--- config.mk ---
export PLATFORM = sky130hd
export DESIGN_NAME = phi_sequencer
export DESIGN_NICKNAME = d
export VERILOG_FILES = /design/src/rtl/phi_sequencer_pkg.sv /design/src/rtl/phi_sequencer_phase_timer.sv /design/src/rtl/phi_sequencer.sv
export SDC_FILE = /design/constraint.sdc
export NUM_CORES = 1
export LEC_CHECK = 0
export CAP_MARGIN = 20
export CORE_UTILIZATION = 56
export DETAILED_ROUTE_END_ITERATION = 10
export PLACE_DENSITY = 0.83
export SLEW_MARGIN = 25
export SYNTH_ARGS = -nofsm -noshare
export SYNTH_HDL_FRONTEND = slang
export SYNTH_SLANG_ARGS = --single-unit
--- constraint.sdc ---
create_clock -name CLK -period 5.8 [get_ports CLK]
set_input_delay 0.87 -clock CLK [delete_from_list [all_inputs] [get_ports CLK]]
set_output_delay 0.87 -clock CLK [all_outputs]
set_load 0.01 [all_outputs]
--- src/rtl/phi_sequencer_pkg.sv ---
// Shared types and constants for the two-phase clock sequencer.
package phi_seq_pkg;

    typedef enum logic [2:0] {
        ST_HALT = 3'd0,
        ST_P1   = 3'd1,
        ST_G1   = 3'd2,
        ST_P2   = 3'd3,
        ST_G2   = 3'd4
    } state_e;

    localparam int CYC_W = 16;

endpackage

--- src/rtl/phi_sequencer_phase_timer.sv ---
// Loadable down-counter that parks at zero; sets how long each phase/gap lasts.
module phase_timer #(
    parameter int CNT_W = 8
) (
    input  logic             CLK,
    input  logic             RST,
    input  logic             load,
    input  logic [CNT_W-1:0] load_val,
    output logic             zero
);

    logic [CNT_W-1:0] cnt_q;
    logic [CNT_W-1:0] cnt_d;

    always_comb begin
        cnt_d = cnt_q;
        if (load) begin
            cnt_d = load_val;
        end else if (cnt_q != '0) begin
            cnt_d = cnt_q - 1'b1;
        end
    end

    always_ff @(posedge CLK) begin
        if (RST) begin
            cnt_q <= '0;
        end else begin
            cnt_q <= cnt_d;
        end
    end

    assign zero = (cnt_q == '0);

endmodule

--- src/rtl/phi_sequencer.sv ---
// Two-phase non-overlapping PHI1/PHI2 generator with run/halt/single-step control.
module phi_sequencer
    import phi_seq_pkg::*;
#(
    parameter int DIV   = 4,
    parameter int GAP   = 1,
    parameter int CNT_W = 8
) (
    input  logic             CLK,
    input  logic             RST,
    input  logic             RUN,
    input  logic             STEP,
    output logic             PHI1,
    output logic             PHI2,
    output logic             PHI1_RISE,
    output logic             PHI2_FALL,
    output logic             HALTED,
    output logic [CYC_W-1:0] CYCLE_CNT
);

    if (DIV < 1 || DIV > (2 ** CNT_W) - 1) begin : g_div_check
        $error("phi_sequencer: DIV must be in 1..2**CNT_W-1");
    end
    if (GAP < 0 || GAP > (2 ** CNT_W)) begin : g_gap_check
        $error("phi_sequencer: GAP must be in 0..2**CNT_W");
    end

    localparam logic             NO_GAP = (GAP == 0);
    localparam logic [CNT_W-1:0] DIV_M1 = CNT_W'(DIV - 1);
    localparam logic [CNT_W-1:0] GAP_M1 = (GAP > 0) ? CNT_W'(GAP - 1) : '0;

    state_e             state_q, state_d;
    logic               step_q;
    logic               pending_q, pending_d;
    logic               phi1_q, phi1_d;
    logic               phi2_q, phi2_d;
    logic               rise_q, rise_d;
    logic               fall_q, fall_d;
    logic               halted_q, halted_d;
    logic [CYC_W-1:0]   cnt_q, cnt_d;
    logic               tmr_load;
    logic [CNT_W-1:0]   tmr_val;
    logic               tmr_zero;
    logic               step_edge;
    logic               cycle_end;

    phase_timer #(.CNT_W(CNT_W)) u_timer (
        .CLK      (CLK),
        .RST      (RST),
        .load     (tmr_load),
        .load_val (tmr_val),
        .zero     (tmr_zero)
    );

    assign step_edge = STEP & ~step_q;
    // Last CLK of a CPU cycle: P2 itself when there is no gap, otherwise G2.
    assign cycle_end = tmr_zero && ((state_q == ST_G2) || (NO_GAP && state_q == ST_P2));

    always_comb begin
        state_d   = state_q;
        pending_d = pending_q;
        unique case (state_q)
            ST_HALT: begin
                if (RUN) begin
                    state_d = ST_P1;
                end else if (step_edge) begin
                    state_d   = ST_P1;
                    pending_d = 1'b1;
                end
            end
            ST_P1:   if (tmr_zero) state_d = NO_GAP ? ST_P2 : ST_G1;
            ST_G1:   if (tmr_zero) state_d = ST_P2;
            ST_P2:   if (tmr_zero && !NO_GAP) state_d = ST_G2;
            ST_G2:   ;
            default: state_d = ST_HALT;
        endcase
        if (cycle_end) begin
            state_d   = (RUN && !pending_q) ? ST_P1 : ST_HALT;
            pending_d = 1'b0;
        end

        tmr_load = (state_d != state_q) && (state_d != ST_HALT);
        tmr_val  = (state_d == ST_G1 || state_d == ST_G2) ? GAP_M1 : DIV_M1;

        // Outputs are decoded from the next state so they land in flops alongside it.
        phi1_d   = (state_d == ST_HALT) || (state_d == ST_P1);
        phi2_d   = (state_d == ST_P2);
        halted_d = (state_d == ST_HALT);
        rise_d   = (state_d == ST_P1) && (state_q == ST_G2 || state_q == ST_P2);
        fall_d   = phi2_q && !phi2_d;
        cnt_d    = cnt_q + CYC_W'(fall_d);
    end

    always_ff @(posedge CLK) begin
        if (RST) begin
            state_q   <= ST_HALT;
            step_q    <= 1'b0;
            pending_q <= 1'b0;
            phi1_q    <= 1'b1;
            phi2_q    <= 1'b0;
            rise_q    <= 1'b0;
            fall_q    <= 1'b0;
            halted_q  <= 1'b1;
            cnt_q     <= '0;
        end else begin
            state_q   <= state_d;
            step_q    <= STEP;
            pending_q <= pending_d;
            phi1_q    <= phi1_d;
            phi2_q    <= phi2_d;
            rise_q    <= rise_d;
            fall_q    <= fall_d;
            halted_q  <= halted_d;
            cnt_q     <= cnt_d;
        end
    end

    assign PHI1      = phi1_q;
    assign PHI2      = phi2_q;
    assign PHI1_RISE = rise_q;
    assign PHI2_FALL = fall_q;
    assign HALTED    = halted_q;
    assign CYCLE_CNT = cnt_q;

endmodule
==> results.md, run 1 <==
- Worst setup path class: reg -> reg
- CTS Sinks: 34
- Avg Cell Area, Syn: 8.963 um2
- PwrDens: 435.4 mW/mm2
- CTS clk-pin slew, worst paths: roughly 100 ps
- GPL Wtd Cong: 0.8205
- Max_cap viols: 0
- Fin crit share: 0.5367
- Layout area overhead: 19.24%
- Total grt overflow: 0
- Most frequent CP cell: ha_1
- CTS tree: built
- Clock Path Buffers: 2
- Leakage: 0.6909 nW
- DP Wirelength: ~2.4 mm
- Post-layout util: 0.7368
- Post-route ant nets: 0
- Hold depth: 2
- Clk_skew: approximately 8 ps
- All-Layer GR Usage: 0.2423
- Initial drt markers: 39
- WP buf/inv: 1
- Worst-Margin Slew: about 1000 ps
- Critical Path Fanout Max: 6
- Worst vdd ir: roughly 0.50 mV
- Post-route DRC: 0
- Io pins: 25
- Floorplan core area: 0.002567 mm2
- H-tree depth: 2
- Most frequent cells in the layout: 34 x dfxtp_1, 24 x clkdlybuf4s50_1, 18 x nor2_1, 15 x a21oi_1
- Setup WS pre-CTS: between 2000 and 3000 ps
- PortBufs: 24
- Sw Ratio: 0.4042
- Comb pwr share: 0.440
- Share of cells above drive strength 1: 0.09360
- Post-synthesis sequential area ratio: 0.4290
- Final setup fails: 0
- Slowest library cell on the worst path: or3_1
- Vias: approximately 1400
- DR pass1 iterations: 4
- Seq pwr share: 0.393
- Clk network pwr share: 0.167
- Die Outline Area: 0.003050 mm2
- Slew HR: 0.3211
- Psw: 0.3330 mW
- Tot Pwr: 0.8238 mW
- Stages on worst setup path: 12
- Yosys warning count: 0
- Mapped Nets: 184
- Row count: 18
- Post-synthesis sequential element count: 34
- Setup TNS: 0 ps
- WL/cell: 14.65 um
- Asr flop ratio synth: 0
- Mapped Area: 0.001587 mm2
- Largest net degree at the start of global routing: 31
- R2R cell count: 12
- Initial antenna violation count: 0
- Final WL: 3.414 mm
- Fmax: roughly 0.32 GHz
- Storage element area: between 600 and 700 um2
- Largest stage delay, worst path: 400 ps
- Skew-Pair Late Insertion Delay: 340 ps
- PostCTS Resize Cnt: 0
- Via/cell ratio: roughly 5.9
- Chip height: 55.23 um
- Syn Inst Count: roughly 180
- Final setup margin: 2687 ps
- Final #Nets: around 210
- CTS root buffer: clkbuf_4
- Worst setup EP type: flip-flop
- Crit path max-delay family: simple AND/OR/NAND/NOR gates
- CTS Hold Bufs: 0
- Post-CTS Setup Inserts: 0
- Startpoint types: flip-flop
- DIE WIDTH: between 50 and 60 um
- Post-synth top flop: dfxtp_1
- Total internal power: 0.4908 mW
- Critical path arrival: 3370 ps
- Fin crit period: 3113 ps
- # diodes: 0
- Worst hold path class: reg -> reg
- Number of synthesized flops with an enable pin: 0
- Outcome: complete, no violations
- Vias in the first global route: about 1300
- First-pass GRT wire length: 5.775 mm
- Commonest non-fill, non-tap cell in the layout: dfxtp_1
- RSZ-0062 raised after global routing: no
- Footprint of the multi-input gates: 854.6 um2
- Data required, critical path: 6060 ps
- CTS Buf Count: 5
- Worst-path cell chain: inv_1 -> ha_1 -> nor3b_1 -> nand2_1 -> xnor2_1 -> a21boi_0 -> ha_1 -> ha_1 -> and2_1 -> nand4_1 -> or3_1 -> a21oi_1
- Fillers: 205
- Initial core utilization: 0.6179
- Fin. Hold Viols: 0
- Fin. max-slew vios: 0
- Distinct cells, synth: 46
-- path summary, 6_finish.rpt --
| kind | end | startpoint | slack [ps] |
|---|---|---|---|
| hold / removal | PHI2_FALL | PHI2 | 500 |
| hold reg to reg | PHI2_FALL | PHI2 | 500 |
| setup reg to reg | CYCLE_CNT[12] | u_timer.cnt_q[0] | 2690 |
| setup / recovery | CYCLE_CNT[12] | u_timer.cnt_q[0] | 2690 |
-- flip-flops by register name, summed over array words and instances, names as in the netlist --
register / flops
HALTED: 1
PHI2: 1
CYCLE_CNT: 16
pending_q: 1
step_q: 1
state_q: 3
PHI2_FALL: 1
PHI1_RISE: 1
PHI1: 1
u_timer.cnt_q: 8
-- worst reg2reg max path: stages (launching register included) --
cell      delay (ps)
dfxtp_1          340
inv_1             80
ha_1             210
nor3b_1          390
nand2_1          230
xnor2_1          190
a21boi_0         270
ha_1             220
ha_1             200
and2_1           160
nand4_1          190
or3_1            400
a21oi_1          150
-- kinds of logic (layout without fill, tap and decap cells) --
| kind of cell | count (synthesis) | count (layout) | synth area share |
|---|---|---|---|
| simple gates | 77 | 77 | 0.2871 |
| compound gates | 39 | 39 | 0.1546 |
| flops | 34 | 34 | 0.4290 |
| xor+xnor | 11 | 11 | 0.06072 |
| buf+inv | 11 | 37 | 0.03233 |
| fa+ha+maj | 3 | 3 | 0.02366 |
| mux | 2 | 2 | 0.01262 |
-- per-layer routing --
layer  vias up  GRT usage  part of all wire
met5         -          0                 0
li1        677          -                 -
met2        44     0.3821              0.49
met1       642     0.3090              0.45
met3         7    0.04918             0.049
met4         0     0.1357             0.015
-- power groups by stage --
stage / clock network (mW) / logic [mW] / registers [mW]
finish: 0.138 / 0.363 / 0.323
global route: 0.149 / 0.399 / 0.329
CTS: 0.139 / 0.361 / 0.322
detailed placement: 0 / 0.357 / 0.327
global placement: 0 / 0.343 / 0.324
floorplan: 0 / 0.303 / 0.309
-- through the flow --
stage	area (um2)	hold WS, ps	instances
2_1_floorplan	1587	443.8	177
3_3_place_gp	1832	465.0	225
3_5_place_dp	1832	479.3	225
4_1_cts	1892	505.6	233
5_1_grt	1892	530.2	233
6_report	1892	504.9	233
-- Yosys cell counts (2+ instances only) --
cell	number	area, um2
o21ai_1	2	10.01
xor2_1	5	43.79
nor2b_1	6	37.54
xnor2_1	6	52.55
and4_1	2	17.52
nand2_1	9	33.78
inv_1	5	18.77
or3_1	9	56.30
and2_1	2	12.51
ha_1	3	37.54
nor2_1	18	67.56
nand4_1	2	12.51
clkbuf_1	2	7.510
and3_1	2	12.51
nor3_1	2	10.01
dfxtp_1	34	680.7
a21oi_1	15	75.07
a311oi_1	2	17.52
o21ai_0	9	45.04
nand3_1	8	40.04
nor3b_1	2	15.01
buf_2	2	10.01
nand2b_1	5	31.28
a21oi_2	2	17.52
mux2i_1	2	20.02
-- layout make-up --
type / count / share of cell area
inverter: 5 / 0.009921
multi-input combinational: 132 / 0.4517
sequential: 34 / 0.3598
timing repair buffer: 24 / 0.1270
clock inverter: 1 / 0.002646
clock buffer: 7 / 0.02910
tap: 30 / 0.01984
No activity file was read; power rests on OpenSTA's default activity.
==> run 2: changes to the inputs <==
CORE_UTILIZATION = 52   (was 56)
PLACE_DENSITY = 0.78   (was 0.83)
clock period = 2.9 ns   (was 5.8 ns; I/O delays follow)
==> results.md, run 2 (synthesized netlist as in run 1, its figures left out) <==
- Setup WS pre-CTS: 221.2 ps (was 2759 ps)
- Design area: 0.001928 mm2 (was 0.001892 mm2)
- Outcome: finished, violations left (was complete, no violations)
- Vias: 1405 (was 1370)
- Commonest non-fill, non-tap cell in the layout: dfxtp_1 (unchanged)
- Worst hold path class: reg -> reg (unchanged)
- Final WL: 3.159 mm (was 3.414 mm)
- Share of cells above drive strength 1: 0.1159 (was 0.09360)
- WP buf/inv: 1 (unchanged)
- Met1 Usage GRT: 0.2428 (was 0.3090)
- Most frequent cells in the layout: 34 x dfxtp_1, 24 x clkdlybuf4s50_1, 18 x nor2_1, 15 x a21oi_1 (unchanged)
- DP Wirelength: 2.276 mm (was 2.441 mm)
- Chip height: 57.24 um (was 55.23 um)
- # diodes: 0 (unchanged)
- Layout area overhead: 21.53% (was 19.24%)
- Most frequent CP cell: ha_1 (unchanged)
- GPL Wtd Cong: 0.8241 (was 0.8205)
- Worst hold slack: 479.7 ps (was 504.9 ps)
- Post-CTS Setup Inserts: 0 (unchanged)
- Fin. max-slew vios: 0 (unchanged)
- Fin. Hold Viols: 0 (unchanged)
- CTS root buffer: clkbuf_4 (unchanged)
- Worst setup path class: reg -> reg (unchanged)
- Stages on worst setup path: 12 (unchanged)
- CTS clk-pin slew, worst paths: 100 ps (about the same)
- Via/cell ratio: 5.903 (was 5.880)
- PortBufs: 24 (unchanged)
- CTS Sinks: 34 (unchanged)
- Fmax: 0.3737 GHz (was 0.3213 GHz)
- H-tree depth: 2 (unchanged)
- DR pass1 iterations: 8 (was 4)
- WL/cell: 13.27 um (was 14.65 um)
- Io pins: 25 (unchanged)
- DIE WIDTH: 57.24 um (was 55.23 um)
- Fin crit share: 0.9226 (was 0.5367)
- CTS Hold Bufs: 0 (unchanged)
- Critical path arrival: 2940 ps (was 3370 ps)
- Gr busiest metal: met2 (unchanged)
- CTS tree: built (unchanged)
- Crit path max-delay family: simple AND/OR/NAND/NOR gates (unchanged)
- Worst-path cell chain: inv_1 -> ha_1 -> nor3b_2 -> nand2_1 -> xnor2_1 -> a21boi_0 -> ha_1 -> ha_1 -> and2_1 -> nand4_1 -> or3_1 -> a21oi_1 (was inv_1 -> ha_1 -> nor3b_1 -> nand2_1 -> xnor2_1 -> a21boi_0 -> ha_1 -> ha_1 -> and2_1 -> nand4_1 -> or3_1 -> a21oi_1)
- Fillers: 245 (was 205)
- Critical Path Fanout Max: 6 (unchanged)
- Met3 usage: 0.05669 (was 0.04918)
- Largest stage delay, worst path: 400 ps (about the same)
- Die Outline Area: 0.003276 mm2 (was 0.003050 mm2)
- Worst setup EP type: flip-flop (unchanged)
- Initial drt markers: 42 (was 39)
- Setup TNS: 0 ps (unchanged)
- Vias in the first global route: 1271 (was 1266)
- First-pass GRT wire length: 5.464 mm (was 5.775 mm)
- Floorplan core area: 0.002829 mm2 (was 0.002567 mm2)
- R2R cell count: 12 (unchanged)
- Footprint of the multi-input gates: 859.6 um2 (was 854.6 um2)
- Leakage: 0.7132 nW (was 0.6909 nW)
- Final setup margin: 224.3 ps (was 2687 ps)
- Skew-Pair Late Insertion Delay: 330 ps (was 340 ps)
- Worst-Margin Slew: 354.5 ps (was 1015 ps)
- Startpoint types: flip-flop (unchanged)
- PostCTS Resize Cnt: 0 (unchanged)
- Hold depth: 2 (unchanged)
- Final #Nets: 213 (was 209)
- Clk_skew: 7.239 ps (was 8.073 ps)
- Final setup fails: 0 (unchanged)
- Max reg flops: 16 (unchanged)
- Storage element area: 680.7 um2 (unchanged)
- Placed cell area: 0.001863 mm2 (was 0.001832 mm2)
- Slew HR: 0.7615 (was 0.3211)
- Initial core utilization: 0.5608 (was 0.6179)
- Met2 Use GR: 0.3849 (was 0.3821)
- Max_cap viols: 0 (unchanged)
- Largest net degree at the start of global routing: 29 (was 31)
- All-Layer GR Usage: 0.2161 (was 0.2423)
- Fin crit period: 2676 ps (was 3113 ps)
- Clock Path Buffers: 2 (unchanged)
- Total grt overflow: 0 (unchanged)
- Post-layout util: 0.6816 (was 0.7368)
- Post-route ant nets: 0 (unchanged)
- Row count: 19 (was 18)
- Slowest library cell on the worst path: or3_1 (unchanged)
- Post-route DRC: 3 (was 0)
- Initial antenna violation count: 0 (unchanged)
- Data required, critical path: 3160 ps (was 6060 ps)
- Failing checks: DRC
- PwrDens: 878.4 mW/mm2 (was 435.4 mW/mm2)
- CTS Buf Count: 5 (unchanged)
- Worst vdd ir: 0.5706 mV (was 0.5037 mV)
[run 2: changes by cell type in the layout (fill, tap and decap cells not counted)]
cell	previous run	this run
buf_4	0	4
nor3b_1	2	1
nor3b_2	0	1
[run 2: cell type report]
type                    instances  share of cell area
clock inverters                 1            0.002596
clock buffers                   7             0.02855
multi-input cells             132              0.4458
inverters                       5            0.009734
repair buffers                 28              0.1402
flip-flops and latches         34              0.3530
well taps                      31             0.02012
[run 2: power by group]
group	switching, mW	total (mW)	internal [mW]
sequential	0.103	0.652	0.549
combinational	0.406	0.775	0.368
clock	0.149	0.267	0.117
total	0.658	1.69	1.04
[run 2: final timing paths]
kind / to / start / slack (ps)
min: PHI2_FALL / PHI2 / 480
max: CYCLE_CNT[12] / u_timer.cnt_q[0] / 220
max reg2reg: CYCLE_CNT[12] / u_timer.cnt_q[0] / 220
min reg2reg: PHI2_FALL / PHI2 / 480
[run 2: routing by layer]
layer / up-vias / wire length (um) / part of all wire
met5: - / 0 / 0
met4: 0 / 32 / 0.010
met3: 6 / 195 / 0.062
met2: 58 / 1617 / 0.51
met1: 653 / 1313 / 0.42
li1: 688 / - / -
[run 2: metrics by stage]
step,power (mW),cells
2_1_floorplan,1.225,177
3_5_place_dp,1.420,230
3_3_place_gp,1.398,230
5_1_grt,1.807,238
4_1_cts,1.693,238
6_report,1.694,238
[run 2: worst reg2reg max path, cell delays in order (launching register included)]
cell and delay, ps:
dfxtp_1 340, inv_1 80, ha_1 210, nor3b_2 220
nand2_1 110, xnor2_1 160, a21boi_0 210, ha_1 190
ha_1 190, and2_1 160, nand4_1 200, or3_1 400
a21oi_1 140
